**src/rtl/seg_scan_decoder.sv**
```systemverilog
// Readback decoder for the 6-digit multiplexed seven-segment scan bus: rebuilds
// each digit, sign and dot mask, then converts the BCD frame to a binary value.
module seg_scan_decoder #(
    parameter int SAMPLE_DLY = 4
) (
    input  logic        clk,
    input  logic        rst_n,
    input  logic [5:0]  sel,
    input  logic [7:0]  seg,
    output logic [19:0] data,
    output logic        sign,
    output logic [5:0]  point,
    output logic        valid,
    output logic        err
);
    localparam logic [3:0] C_SIGN    = 4'd10;
    localparam logic [3:0] C_BLANK   = 4'd11;
    localparam logic [3:0] C_ILL     = 4'd15;
    localparam logic [7:0] SAMPLE_AT = 8'(SAMPLE_DLY - 1);
    localparam logic [4:0] LAST_ITER = 5'd19;

    typedef enum logic [2:0] {
        S_IDLE,
        S_LOAD,
        S_CONV,
        S_DONE,
        S_ERR
    } state_t;

    state_t      r_state, w_state_next;
    logic [5:0]  r_sel_prev;
    logic [7:0]  r_cnt, w_cnt;
    logic        w_sample, w_onehot, w_store, w_complete, w_frame_ok;
    logic [3:0]  w_code;
    logic [5:0]  r_mask, w_mask_next;
    logic        r_ferr, w_ferr_next;
    logic [3:0]  r_code [6];
    logic [5:0]  r_dot;
    logic [3:0]  w_codes_next [6];
    logic [23:0] w_bcd;
    logic        w_sign_ld;
    logic [5:0]  w_point_ld;
    logic [43:0] r_shift, w_shift_step;
    logic [4:0]  r_iter;
    logic        r_sign_ld;
    logic [5:0]  r_point_ld;

    // Count of cycles the current sel value has been stable, as seen this cycle.
    assign w_cnt    = (sel != r_sel_prev) ? 8'd0 :
                      ((r_cnt == 8'hFF) ? r_cnt : r_cnt + 8'd1);
    assign w_sample = (w_cnt == SAMPLE_AT);
    assign w_onehot = (sel != 6'd0) && ((sel & (sel - 6'd1)) == 6'd0);
    assign w_store  = w_sample && w_onehot;

    always_comb begin
        case (seg[6:0])
            7'b1000000: w_code = 4'd0;
            7'b1111001: w_code = 4'd1;
            7'b0100100: w_code = 4'd2;
            7'b0110000: w_code = 4'd3;
            7'b0011001: w_code = 4'd4;
            7'b0010010: w_code = 4'd5;
            7'b0000010: w_code = 4'd6;
            7'b1111000: w_code = 4'd7;
            7'b0000000: w_code = 4'd8;
            7'b0010000: w_code = 4'd9;
            7'b0111111: w_code = C_SIGN;
            7'b1111111: w_code = C_BLANK;
            default:    w_code = C_ILL;
        endcase
    end

    always_comb begin
        for (int i = 0; i < 6; i++) begin
            w_codes_next[i] = (w_store && sel[i]) ? w_code : r_code[i];
        end
    end

    assign w_mask_next = r_mask | (w_store ? sel : 6'd0);
    assign w_ferr_next = r_ferr | (w_sample && (sel != 6'd0) && !w_onehot)
                                | (w_store && (w_code == C_ILL));
    assign w_complete  = w_store && (w_mask_next == 6'h3F);

    // Walking up from digit 0: numerics, then at most one sign, then blanks only.
    always_comb begin
        logic seen_non_num;
        seen_non_num = 1'b0;
        w_frame_ok   = (w_codes_next[0] <= 4'd9) && !w_ferr_next;
        for (int i = 0; i < 6; i++) begin
            if (w_codes_next[i] <= 4'd9) begin
                if (seen_non_num) w_frame_ok = 1'b0;
            end else if (w_codes_next[i] == C_SIGN) begin
                if (seen_non_num) w_frame_ok = 1'b0;
                seen_non_num = 1'b1;
            end else if (w_codes_next[i] == C_BLANK) begin
                seen_non_num = 1'b1;
            end else begin
                w_frame_ok = 1'b0;
            end
        end
    end

    // NOTE: non-blocking assignments so every register samples pre-edge values.
    always_ff @(posedge clk) begin
        if (rst_n) begin
            r_sel_prev <= 6'd0;
            r_cnt      <= 8'd0;
            r_mask     <= 6'd0;
            r_ferr     <= 1'b0;
        end else begin
            r_sel_prev <= sel;
            r_cnt      <= w_cnt;
            if (w_complete || (w_sample && (sel == 6'd0))) begin
                r_mask <= 6'd0;
                r_ferr <= 1'b0;
            end else begin
                r_mask <= w_mask_next;
                r_ferr <= w_ferr_next;
            end
        end
    end

    // NOTE: digit slots carry no reset; the capture mask alone says which are live.
    always_ff @(posedge clk) begin
        for (int i = 0; i < 6; i++) begin
            if (w_store && sel[i]) begin
                r_code[i] <= w_code;
                r_dot[i]  <= seg[7];
            end
        end
    end

    // NOTE: next state defaults to the current one first, so no path infers a latch.
    always_comb begin
        w_state_next = r_state;
        case (r_state)
            S_IDLE:  if (w_complete) w_state_next = w_frame_ok ? S_LOAD : S_ERR;
            S_LOAD:  w_state_next = S_CONV;
            S_CONV:  if (r_iter == LAST_ITER) w_state_next = S_DONE;
            S_DONE:  w_state_next = S_IDLE;
            S_ERR:   w_state_next = S_IDLE;
            default: w_state_next = S_IDLE;
        endcase
    end

    always_ff @(posedge clk) begin
        if (rst_n) r_state <= S_IDLE;
        else       r_state <= w_state_next;
    end

    always_comb begin
        w_bcd      = 24'd0;
        w_sign_ld  = 1'b0;
        w_point_ld = 6'd0;
        for (int i = 0; i < 6; i++) begin
            if (r_code[i] <= 4'd9) begin
                w_bcd[4*i +: 4] = r_code[i];
                w_point_ld[i]   = r_dot[i];
            end else if (r_code[i] == C_SIGN) begin
                w_sign_ld = 1'b1;
            end
        end
    end

    // One reverse double-dabble step: shift right, then pull nibbles >= 8 down by 3.
    always_comb begin
        w_shift_step = r_shift >> 1;
        for (int n = 0; n < 6; n++) begin
            if (w_shift_step[20 + 4*n +: 4] >= 4'd8)
                w_shift_step[20 + 4*n +: 4] = w_shift_step[20 + 4*n +: 4] - 4'd3;
        end
    end

    always_ff @(posedge clk) begin
        if (rst_n) begin
            r_shift    <= 44'd0;
            r_iter     <= 5'd0;
            r_sign_ld  <= 1'b0;
            r_point_ld <= 6'd0;
            data       <= 20'd0;
            sign       <= 1'b0;
            point      <= 6'd0;
        end else begin
            case (r_state)
                S_LOAD: begin
                    r_shift    <= {w_bcd, 20'd0};
                    r_iter     <= 5'd0;
                    r_sign_ld  <= w_sign_ld;
                    r_point_ld <= w_point_ld;
                end
                S_CONV: begin
                    r_shift <= w_shift_step;
                    r_iter  <= r_iter + 5'd1;
                    if (r_iter == LAST_ITER) begin
                        data  <= w_shift_step[19:0];
                        sign  <= r_sign_ld;
                        point <= r_point_ld;
                    end
                end
                default: ;
            endcase
        end
    end

    assign valid = (r_state == S_DONE);
    assign err   = (r_state == S_ERR);

endmodule

```
**config.mk**
```make
export PLATFORM = sky130hd
export DESIGN_NAME = seg_scan_decoder
export DESIGN_NICKNAME = d
export VERILOG_FILES = /design/src/rtl/seg_scan_decoder.sv
export SDC_FILE = /design/constraint.sdc
export NUM_CORES = 1
export LEC_CHECK = 0
export ABC_AREA = 1
export BUFFER_PORTS_ARGS = -buffer_cell sky130_fd_sc_hd__buf_2
export CAP_MARGIN = 10
export CORE_UTILIZATION = 61
export CTS_CLUSTER_DIAMETER = 100
export CTS_CLUSTER_SIZE = 14
export DETAILED_ROUTE_END_ITERATION = 16
export PLACE_DENSITY = 0.8
export SLEW_MARGIN = 30
export SYNTH_ARGS = -nofsm -noshare
export SYNTH_HDL_FRONTEND = slang
export SYNTH_SLANG_ARGS = --single-unit
```
**constraint.sdc**
```tcl
create_clock -name clk -period 2.6 [get_ports clk]
set_input_delay 0.13 -clock clk [delete_from_list [all_inputs] [get_ports clk]]
set_output_delay 0.13 -clock clk [all_outputs]
set_load 0.005 [all_outputs]
```
==> impl_metrics.py <==
metrics = {
    "status": {
        "status": "finished with violations",
        "failed_checks": "negative setup slack",
    },
    "routing": {
        "routed_wl_um": 16400,
        "routedWlPerCell_um": 14.22,
        "via_per_inst": 5.566,
        "route.detailed.drc": 0,
        "drtAntennaViolNets": 0,
        "vias": 6418,
        "first_iter_violations": 506,
        "dr.pass1.iters": 6,
    },
    "layout": {
        "seq_area_um2": 2789,
        "drive_above_1_share": 0.1868,
        "final_cells": 1153,
        "mostFrequentLayoutCell": "nand2_1",
        "fillCellCount": 815,
        "multi_input_area_um2": 3416,
        "final_area_um2": 7950,
        "layout_common_cells": "nand2_1, dfxtp_1, inv_1",
        "area_delta_synth_final_pct": 18.77,
        "final_nets": 1033,
        "insertedDiodeCount": 0,
    },
    "place": {
        "placed_cells": 1100,
        "place_area_um2": 7059,
        "place.gp.congestion": 0.9015,
        "dpl.hpwl_um": 10650,
        "io_buffers": 44,
    },
    "clock_tree": {
        "worstSkewPairLatency_ns": 0.53,
        "root_buffer": "clkbuf_8",
        "cts_tree": "built",
        "cts_buffers": 17,
        "clk_path_buf_depth": 2,
        "cts.sinks": 136,
        "path_clk_slew_ns": 0.06,
        "h-tree-depth": 4,
    },
    "timing": {
        "setup_slack_ns": -0.01295,
        "max_freq_ghz": 0.3827,
        "rsz0062_at_grt": "yes",
        "hold_viol_final": 0,
        "maxSlewViolCount": 0,
        "fin_crit_ns": 2.613,
        "skew_ns": 0.007978,
        "setup_viol": 1,
        "tightest_slew_ns": 0.7839,
        "relSlewSlack": 0.4719,
        "timing.setup.tns_ns": -0.01295,
        "fin_crit_sh": 1.005,
    },
    "synthesis": {
        "synth_area_leader_cell": "dfxtp_1",
        "yosys_register_bits": 136,
        "syn_inst": 934,
        "synth_area_um2": 6694,
        "yosysWarnings": 0,
        "yosys-top-cells-area": "dfxtp_1, nand2_1, inv_1",
        "synth_nets": 962,
        "synth_top_area_frac": 0.3888,
        "synth_cell_type_count": 48,
        "syn_area_per_cell_um2": 7.167,
        "synth_seq_area_share": 0.4157,
    },
    "power_and_ir_drop": {
        "p_int_mw": 3.527,
        "comb_power_share": 0.037,
        "irDropWorstVdd_mv": 0.6793,
        "pwr-share-seq": 0.463,
        "p_clk_frac": 0.499,
        "power_density_nw_per_um2": 572.6,
        "p_leak_nw": 3.416,
        "p_sw_mw": 1.025,
        "power_mw": 4.552,
        "p_sw_frac": 0.2252,
    },
    "global_route": {
        "grt.total_usage": 0.2985,
        "grt_pass1_wl_um": 26830,
        "first_global_vias": 5741,
        "overflow": 0,
        "grt_max_degree": 73,
        "antenna_found_initial": 0,
    },
    "critical_path": {
        "start_kind": "flop",
        "arrival_ns": 3.07,
        "required_ns": 3.05,
        "end_kind": "flop",
        "path_class": "reg2reg",
        "critPathMaxFanout": 7,
    },
    "floorplan": {
        "fp.dieH_um": 106.8,
        "rows": 37,
        "coreArea_um2": 10460,
        "die_area_um2": 11400,
        "ioPinCount": 45,
        "start_util": 0.6398,
        "fp.dieW_um": 106.8,
    },
    "min_path": {
        "hold_path.class": "in2reg",
    },
    "flow_run": {
        "maxCapViolCount": 0,
    },
}
[critical path, cell delays in order, from the launching register on]
cell     delay, ns
dfxtp_2       0.36
ha_4          0.16
nand2_2       0.06
nor2_4        0.14
nand3_1       0.11
nand2_2       0.12
nand3_2       0.09
inv_1         0.08
nand3_2       0.10
nor2_4        0.12
buf_12        0.14
buf_6         0.12
nand4_1       0.13
nand2_4       0.14
inv_1         0.04
nand2_1       0.06
nand2_1       0.05
nand2_1       0.06
nand3_1       0.08
nor2_2        0.15
nand3_2       0.08
a21oi_2       0.11
[metal layers]
layer | GRT usage | up-vias | routed length (um)
met2 | 0.4645 | 242 | 7553
met5 | 0 | - | 0
met4 | 0.1223 | 0 | 326
li1 | - | 3193 | -
met3 | 0.07964 | 37 | 1064
met1 | 0.3923 | 2946 | 7456
[power by group through the flow]
| stage | Sequential, mW | Combinational, mW | Clock [mW] |
|---|---|---|---|
| final | 2.11 | 0.171 | 2.27 |
| after global routing | 2.11 | 0.187 | 2.40 |
| after CTS | 2.11 | 0.161 | 2.30 |
| after detailed placement | 2.15 | 0.153 | 0 |
| after global placement | 2.15 | 0.150 | 0 |
| after floorplan | 2.15 | 0.113 | 0 |
[worst paths after layout]
check | from | end | slack [ns] | cells after the start
max reg2reg | r_cnt[0]$_SDFF_PP0_ | r_state[0]$_SDFFE_PP0P_ | -0.01 | 21
min reg2reg | r_mask[3]$_SDFF_PP0_ | r_mask[3]$_SDFF_PP0_ | 0.46 | 2
min | rst_n | r_shift[40]$_SDFFE_PP0P_ | 0.18 | 4
max | r_cnt[0]$_SDFF_PP0_ | r_state[0]$_SDFFE_PP0P_ | -0.01 | 21
[final cells by class]
| class | instances | share of cell area |
|---|---|---|
| Clock inverter | 10 | 0.01180 |
| Multi-Input combinational cell | 656 | 0.4297 |
| Tap cell | 136 | 0.02140 |
| Clock buffer | 21 | 0.05918 |
| Inverter | 107 | 0.05052 |
| Sequential cell | 136 | 0.3508 |
| Timing Repair Buffer | 87 | 0.07664 |
[cell usage after synthesis, drive strengths merged]
cell type and n:
a2111oi 1, xnor2 4, nor2b 1, a21oi 69, a221oi 4, edfxtp 6, o22ai 1, o211ai 6
o311ai 3, nand2 269, clkinv 4, nor2 102, dfxtp 130, clkbuf 23, o21bai 1, nand3 53
a41oi 1, nand4 29, nor3 11, a22oi 2, xor2 3, a31oi 13, o221ai 2, inv 103
o2bb2ai 1, o21ai 59, ha 12, buf 12, a211oi 2, nor4 4, or2 3
[cells by family after synthesis]
| group | after synthesis | synth area share |
|---|---|---|
| and+or+nand+nor | 472 | 0.3260 |
| AOI/OAI and AO/OA | 165 | 0.1379 |
| buffers and inverters | 142 | 0.08878 |
| DFF | 136 | 0.4157 |
| adders and majority gates | 12 | 0.02243 |
| xor gates and xnor gates | 7 | 0.009159 |
[sequential cells by signal, summed over array words and instances (netlist names), 5 cells and up]
register    cells
data           20
r_code         24
r_sel_prev      6
r_shift        43
r_point_ld      6
r_dot           6
r_iter          5
r_cnt           8
r_mask          6
point           6
[metrics by stage]
| stage | setup WS (ns) | utilization | hold WS, ns |
|---|---|---|---|
| after floorplan | 0.1732 | - | 0.2289 |
| after global placement | -0.02081 | 0.6747 | 0.4143 |
| after detailed placement | -0.1071 | 0.6747 | 0.4253 |
| after CTS | 0.01146 | 0.7443 | 0.1471 |
| after global routing | -0.2237 | 0.7599 | 0.1894 |
| final | -0.01295 | 0.7599 | 0.1849 |
[what timing repair did]
item | 4_1_cts | 5_1_grt
resized for setup | 6 | 34
pin swaps | 6 | 20
hold buffers | 7 | 0
endpoints found under the hold margin | 14 | 0
setup endpoints to repair | 2 | 9
cloned | 0 | 0
buffers inserted | 7 | 8
(Power assumes the default switching activity.)
